--- config.mk ---
export PLATFORM = sky130hd
export DESIGN_NAME = chroma_dc_insert_p
export DESIGN_NICKNAME = d
export VERILOG_FILES = /design/src/rtl/chroma_dc_insert_p.sv
export SDC_FILE = /design/constraint.sdc
export NUM_CORES = 1
export LEC_CHECK = 0
export ABC_CLOCK_PERIOD_IN_PS = 4650
export CORE_UTILIZATION = 45
export DETAILED_ROUTE_END_ITERATION = 16
export GPL_ROUTABILITY_DRIVEN = 0
export PLACE_DENSITY = 0.71
export SKIP_LAST_GASP = 1
export SLEW_MARGIN = 20
export SYNTH_ARGS = -nofsm -noshare
export SYNTH_HDL_FRONTEND = slang
export SYNTH_SLANG_ARGS = --single-unit
--- constraint.sdc ---
create_clock -name clk -period 4.65 [get_ports clk]
set_clock_uncertainty 0.15 [all_clocks]
set_input_delay 1.395 -clock clk [delete_from_list [all_inputs] [get_ports clk]]
set_output_delay 1.395 -clock clk [all_outputs]
set_load 0.1 [all_outputs]
--- src/rtl/chroma_dc_insert_p.sv ---
// Chroma DC insertion for the MB stream: passes 4x4 blocks through zero-extended,
// then appends a CbDC word and a CrDC word built from per-block pel sums.
module chroma_dc_insert_p #(
    parameter int PEL_W     = 8,
    parameter int OUT_W     = 16,
    parameter bit ALLOW_422 = 1'b1
) (
    input  logic                 clk,
    input  logic                 reset_n,
    input  logic                 mode_422,
    input  logic [16*PEL_W-1:0]  s_data,
    input  logic                 s_valid,
    output logic                 s_ready,
    input  logic                 s_last,
    output logic [16*OUT_W-1:0]  m_data,
    output logic                 m_valid,
    input  logic                 m_ready,
    output logic                 m_last,
    output logic                 sync_err
);

    localparam int DC_W = PEL_W + 4;

    localparam logic [1:0] S_PASS = 2'd0;
    localparam logic [1:0] S_CBDC = 2'd1;
    localparam logic [1:0] S_CRDC = 2'd2;

    generate
        if (OUT_W < PEL_W + 4) begin : g_bad_width
            $error("chroma_dc_insert_p: OUT_W must be >= PEL_W+4");
        end
    endgenerate

    logic [1:0]                 state_q, state_d;
    logic [4:0]                 blk_cnt_q, blk_cnt_d;
    logic                       mb422_q, mb422_d;
    logic [7:0][DC_W-1:0]       cb_dc_q, cb_dc_d;
    logic [7:0][DC_W-1:0]       cr_dc_q, cr_dc_d;
    logic [16*OUT_W-1:0]        m_data_q, m_data_d;
    logic                       m_valid_q, m_valid_d;
    logic                       m_last_q, m_last_d;
    logic                       sync_err_q, sync_err_d;

    logic                       out_free;
    logic                       acc;
    logic                       nc8;
    logic                       at_last;
    logic                       is_cb;
    logic                       mb_end;
    logic [2:0]                 cb_idx;
    logic [2:0]                 cr_idx;
    logic [DC_W-1:0]            dc_sum;
    logic [16*OUT_W-1:0]        pass_word;
    logic [16*OUT_W-1:0]        cb_word;
    logic [16*OUT_W-1:0]        cr_word;

    assign out_free = !m_valid_q || m_ready;
    assign s_ready  = (state_q == S_PASS) && out_free;
    assign acc      = s_valid && s_ready;

    // Block 0 uses the live mode bit so the MB length is right from its first beat.
    assign nc8     = ALLOW_422 && ((blk_cnt_q == 5'd0) ? mode_422 : mb422_q);
    assign at_last = (blk_cnt_q == (nc8 ? 5'd31 : 5'd23));
    assign is_cb   = blk_cnt_q[4] && (blk_cnt_q < (nc8 ? 5'd24 : 5'd20));
    assign mb_end  = s_last || at_last;
    assign cb_idx  = blk_cnt_q[2:0];
    assign cr_idx  = nc8 ? blk_cnt_q[2:0] : (blk_cnt_q[2:0] - 3'd4);

    always_comb begin
        dc_sum = '0;
        for (int k = 0; k < 16; k++) begin
            dc_sum = dc_sum + DC_W'(s_data[k*PEL_W +: PEL_W]);
        end
    end

    for (genvar k = 0; k < 16; k++) begin : g_lane
        assign pass_word[k*OUT_W +: OUT_W] = OUT_W'(s_data[k*PEL_W +: PEL_W]);
        if (k < 8) begin : g_dc
            assign cb_word[k*OUT_W +: OUT_W] = OUT_W'(cb_dc_q[k]);
            assign cr_word[k*OUT_W +: OUT_W] = OUT_W'(cr_dc_q[k]);
        end else begin : g_zero
            assign cb_word[k*OUT_W +: OUT_W] = '0;
            assign cr_word[k*OUT_W +: OUT_W] = '0;
        end
    end

    always_comb begin
        state_d    = state_q;
        blk_cnt_d  = blk_cnt_q;
        mb422_d    = mb422_q;
        cb_dc_d    = cb_dc_q;
        cr_dc_d    = cr_dc_q;
        m_data_d   = m_data_q;
        m_valid_d  = m_valid_q;
        m_last_d   = m_last_q;
        sync_err_d = 1'b0;
        // Output slot drains this cycle; a load below may refill it.
        if (out_free) begin
            m_valid_d = 1'b0;
            m_last_d  = 1'b0;
        end
        case (state_q)
            S_PASS: begin
                if (acc) begin
                    m_data_d  = pass_word;
                    m_valid_d = 1'b1;
                    m_last_d  = 1'b0;
                    if (blk_cnt_q == 5'd0) mb422_d = ALLOW_422 && mode_422;
                    if (is_cb)             cb_dc_d[cb_idx] = dc_sum;
                    else if (blk_cnt_q[4]) cr_dc_d[cr_idx] = dc_sum;
                    sync_err_d = s_last ^ at_last;
                    if (mb_end) state_d   = S_CBDC;
                    else        blk_cnt_d = blk_cnt_q + 5'd1;
                end
            end
            S_CBDC: begin
                if (out_free) begin
                    m_data_d  = cb_word;
                    m_valid_d = 1'b1;
                    m_last_d  = 1'b0;
                    state_d   = S_CRDC;
                end
            end
            S_CRDC: begin
                if (out_free) begin
                    m_data_d  = cr_word;
                    m_valid_d = 1'b1;
                    m_last_d  = 1'b1;
                    state_d   = S_PASS;
                    blk_cnt_d = '0;
                    cb_dc_d   = '0;
                    cr_dc_d   = '0;
                end
            end
            default: state_d = S_PASS;
        endcase
    end

    always_ff @(posedge clk or negedge reset_n) begin
        if (!reset_n) begin
            state_q    <= S_PASS;
            blk_cnt_q  <= '0;
            mb422_q    <= 1'b0;
            cb_dc_q    <= '0;
            cr_dc_q    <= '0;
            m_data_q   <= '0;
            m_valid_q  <= 1'b0;
            m_last_q   <= 1'b0;
            sync_err_q <= 1'b0;
        end else begin
            state_q    <= state_d;
            blk_cnt_q  <= blk_cnt_d;
            mb422_q    <= mb422_d;
            cb_dc_q    <= cb_dc_d;
            cr_dc_q    <= cr_dc_d;
            m_data_q   <= m_data_d;
            m_valid_q  <= m_valid_d;
            m_last_q   <= m_last_d;
            sync_err_q <= sync_err_d;
        end
    end

    assign m_data   = m_data_q;
    assign m_valid  = m_valid_q;
    assign m_last   = m_last_q;
    assign sync_err = sync_err_q;

endmodule

* After elaboration in Yosys (flattened, before gate mapping)
Cells that the tools add are included.
Word-level totals: register bits 459, input bits 134, output and inout bits 260
Operators by class: add/sub/neg operators 17, order comparisons 5, eq/ne operators 11, multiplexer cells 42, bitwise logic cells 1, reduce and logical (&&, ||, !) cells 19
Operators by type and width (number):
- 2-to-1 mux 256 bit | 3
- case mux 256 bit (3 select lines) | 1
- 2-to-1 mux 96 bit | 6
- case mux 96 bit (2 select lines) | 2
- bitwise mux 96 bit | 2
- adder 12 x 8 -> 12 bit | 11
- demux 12 bit (select 3 bit) | 2
- 2-to-1 mux 12 bit | 2
- inequality test 2 bit, second input constant | 8
- AND reduction 4 bit | 4
- 2-to-1 mux 5 bit | 3
- adder 11 x 8 -> 12 bit | 1
- adder 10 x 8 -> 11 bit | 1
- adder 9 x 8 -> 10 bit | 1
- 2-to-1 mux 1 bit | 10
- case mux 5 bit (2 select lines) | 1
- adder 8 x 8 -> 9 bit | 1
- < comparator 3 x 4 -> 1 bit, second input constant | 2
- 2-to-1 mux 2 bit | 4
- 2-to-1 mux 4 bit | 2
- greater-or-equal comparator 3 x 1 -> 1 bit, second input constant | 2
- case mux 2 bit (3 select lines) | 1
- adder 5 x 1 -> 5 bit, second input constant | 1
- == test 5 bit | 1
- 18 further kinds | 23

* Depth between registers and ports, before layout
word-level depth 20, depth in mapped cells 21, gate-level depth less buffers 20

* Worst setup path before layout
Ideal clock, no wire load.
kind in2reg, from input port s_data[2], to register cb_dc_q[10] in the netlist's numbering, setup time 121 ps, arrival time 6293 ps, data required time 4379 ps, path slack -1914 ps, stages on the path 19, path buffers 1, cells stage by stage inv_1 fa_1 inv_1 fa_1 fa_1 fa_1 fa_1 inv_1 fa_1 inv_1 ha_1 inv_1 fa_1 nor2b_4 o31a_1 a221oi_2 xnor2_1 buf_6 a22o_1
Between the ends: word-level cells in the longest chain between the ends 19
Ends and longest elaborated chain:
- start: declaration | RTL line 11 | input logic [16*PEL_W-1:0] s_data,
- adder 8 x 8 -> 9 bit | RTL line 72 | dc_sum = dc_sum + DC_W'(s_data[k*PEL_W +: PEL_W]);
- adder 9 x 8 -> 10 bit | RTL line 72
- adder 10 x 8 -> 11 bit | RTL line 72
- adder 11 x 8 -> 12 bit | RTL line 72
- adder 12 x 8 -> 12 bit (11 in a row) | RTL line 72
- bitwise mux 96 bit | RTL line 109 | if (is_cb) cb_dc_d[cb_idx] = dc_sum;
- 2-to-1 mux 96 bit | RTL line 109
- 2-to-1 mux 96 bit | RTL line 104 | if (acc) begin
- case mux 96 bit (2 select lines) | RTL line 102 | case (state_q)
- end signal: assignment | RTL line 144 | cb_dc_q <= '0;
- end signal: assignment | RTL line 154 | cb_dc_q <= cb_dc_d;
- end: declaration | RTL line 37 | logic [7:0][DC_W-1:0] cb_dc_q, cb_dc_d;
No other way between the ends. The select of a mux whose other input is x is not followed. A chain may end at the register's enable or synchronous reset.

* Worst setup path after layout
from input port s_data[42], to register cb_dc_q[80] in the netlist's numbering
Between the ends: word-level cells in the longest chain between the ends 15
Ends and longest elaborated chain (RTL line):
- adder 12 x 8 -> 12 bit (11 in a row) | 72
- bitwise mux 96 bit | 109
- 2-to-1 mux 96 bit | 109
- 2-to-1 mux 96 bit | 104
- case mux 96 bit (2 select lines) | 102
No other way between the ends. The select of a mux whose other input is x is not followed.

==> flow_summary.ini <==
[die]
die_w_um = 212
rows = 76
ioPinCount = 394
start_util_pct = 46.0
core_um2 = 43400
die-area_um2 = 45100
fp.dieH_um = 212

[finish]
multi_input_area_um2 = 9590
seq_area_um2 = 9080
fillers = 3678
drive_gt1_share_pct = 21.5
nNetsFinal = 2499
syn_to_final_growth_pct = 27.2
final_cell_area_um2 = 25400

[sta]
min_period_ps = 6380
hold_violations = 0
max_freq_mhz = 157
worst_hold_slack_ps = 328
final_max_slew_viol_count = 0
final.setup.worst_slack_ps = -1730
fin_tns_setup_ps = -212190
period_share_pct = 137
finalSetupViolCount = 176
tightest_slew_ps = 1100
rsz0062_at_grt = yes
relSlewSlack_pct = 26.1

[critical_path]
crit_path_top_delay_cell = fa_2
cp_cell_sequence = buf_8 -> inv_4 -> fa_2 -> inv_2 -> fa_1 -> fa_1 -> fa_1 -> fa_1 -> inv_1 -> fa_1 -> inv_2 -> ha_4 -> inv_2 -> fa_2 -> nor2b_4 -> o31a_1 -> buf_4 -> or4_4 -> o311a_4 -> o2bb2ai_2
crit_type = input port to flip-flop
cp_common_cell = fa_1
slowest_delay_ps = 630
path_delay_family = adder cells
end_kind = flip-flop
crit_fanout = 8
required_ps = 4970
critical_path_arrival_ps = 6700
worst_setup_path_start_kind = input port
path_buf_inv = 7

[global_routing]
grt_overflow_total = 0
grt_pass1_wl_mm = 88.9
antenna_found_initial = 1
track_usage_pct = 25.8
grt_max_degree = 108
grt_pass1_vias = 15000

[synthesis]
synth_cells = 1904
synth_cell_type_count = 64
avgSynthCellArea_um2 = 10.5
syn-cell-area_um2 = 19900
synthFlopType = dfrtp_1
ys_ff_latch = 363
synth_warnings = 0
ys_seq_area_share_pct = 45.6
async_flop_share_pct = 100
synth_edf_count = 0

[clock_tree]
clkLatencyLatePin_ps = 550
cts-root-buf = clkbuf_16
cts_made_buffers = 40
holdBufCountCts = 0
clk_pin_slew_worst_paths_ps = 60
tritoncts = done
cts_buffer_depth = 3
htree_levels = 2
cts_sinks = 363

[drt]
drc_errors = 0
wl_per_cell_um = 20.7
wl_met1_mm = 24.7
highest_layer = met4
vias_per_cell = 5.39
drt_first_pass_iters = 5
routed-wl-met2_mm = 28.2
routed_wl_mm = 58.8
drt_iter0_markers = 1452
antenna_left = 0
num_vias = 15300
dr_wl_met3_mm = 4.03

[placed_design]
place_area_um2 = 23800
port_buffers = 297
hpwl_mm = 42.6

[run]
drv_cap = 0

[status]
failed_checks = negative setup slack
status = finished, violations left

[worst_hold_path]
hold_path.class = flip-flop to flip-flop
registers in the layout (all words and copies together), names as in the netlist:
signal	cells
m_data	160
blk_cnt_q	5
state_q	2
sync_err	1
m_valid	1
mb422_q	1
cb_dc_q	96
m_last	1
cr_dc_q	96
area by class of cell:
cell class	count	area share [%]
timing repair buffer	409	15.1
sequential	363	35.8
clock inverter	16	0.720
multi-input combinational	1207	37.8
antenna	1	0.00987
tap	585	2.89
inverter	206	3.06
clock buffer	53	4.55
cell usage in the layout (no fill, tap or decap), types with 25 or more instances in the layout:
cell,n
a22o_1,177
a22oi_1,64
buf_4,86
clkbuf_16,43
clkbuf_2,40
clkdlybuf4s50_1,187
conb_1,96
dfrtp_1,363
dlygate4sd2_1,27
fa_1,79
fa_2,29
inv_1,105
inv_2,99
nand2_1,283
nand2b_1,28
o21ai_0,186
o2bb2ai_2,25
o31ai_2,37
cells in the mapped netlist, types with 5 or more instances:
cell type  number  area, µm²
nor3_1          9       45.0
buf_1          12       45.0
o21ai_2         6       52.6
buf_2          39        195
a22o_1        177       1550
nor2b_1         5       31.3
o21ai_0       186        931
nand3_1         8       40.0
a22oi_1        64        480
inv_1         204        766
o21ai_1        21        105
o31ai_2        37        463
nand2_1       284       1070
ha_1           30        375
dfrtp_1       363       9080
fa_1          108       2160
nor3_4          5       81.3
a21oi_1        10       50.1
o2bb2ai_1      48        420
nand2b_1       28        175
clkbuf_1       53        199
buf_4         111        833
nor2_1         24       90.1
buf_6           8       90.1
worst register-to-register path: cells and delay by family, from the launching register on:
kind	cells	cell delay [ps]
AND/OR/NAND/NOR	4	1260
AO/OA/AOI/OAI	2	910
adder cells (fa/ha/maj)	2	490
flip-flops	1	480
multiplexers	1	200
buffers and inverters	1	160
path summary, 6_finish.rpt:
path                               from          end  slack [ps]  cells after the start
setup / recovery             s_data[42]  cb_dc_q[80]       -1730                     20
hold reg to reg              m_data[81]   m_data[81]         330                      2
max in group asynchronous       reset_n   m_data[48]        2610                      3
hold / removal               m_data[81]   m_data[81]         330                      2
min in group asynchronous       reset_n  m_data[178]         650                      1
setup reg to reg           blk_cnt_q[1]  cr_dc_q[52]         880                     10
layer usage:
metal / track usage, % / vias up
met1: 36.1 / 7692
met3: 4.62 / 88
li1: - / 6942
met4: 8.98 / 0
met5: 0 / -
met2: 40.5 / 588
repair_timing:
item	4_1_cts	5_1_grt
pin swaps	81	75
gates cloned	3	0
resized for setup	224	179
endpoints found under the setup margin	176	176
hold endpoints to repair	0	0
buffers inserted	6	7
metrics by stage:
stage	setup slack, ps	utilization [%]	cells
5_1_grt	-1810	58.5	2840
3_5_place_dp	-2700	54.9	2755
3_3_place_gp	-2640	54.9	2755
4_1_cts	-1720	58.2	2833
6_report	-1730	58.5	2840
2_1_floorplan	-1730	-	1999
cell families after synthesis:
group                    after synthesis  share of synthesized area, %
buffers and inverters                430                          10.8
AO/OA/AOI/OAI                        568                          21.3
AND/OR/NAND/NOR                      397                          9.30
XOR/XNOR                               4                         0.176
adder cells (fa/ha/maj)              138                          12.7
flip-flops                           363                          45.6
other                                  1                        0.0188
multiplexers                           3                         0.157
Power is left out: the tool's default activity adds up to more than one toggle a clock period on the data nets, which glitch-free logic cannot reach.
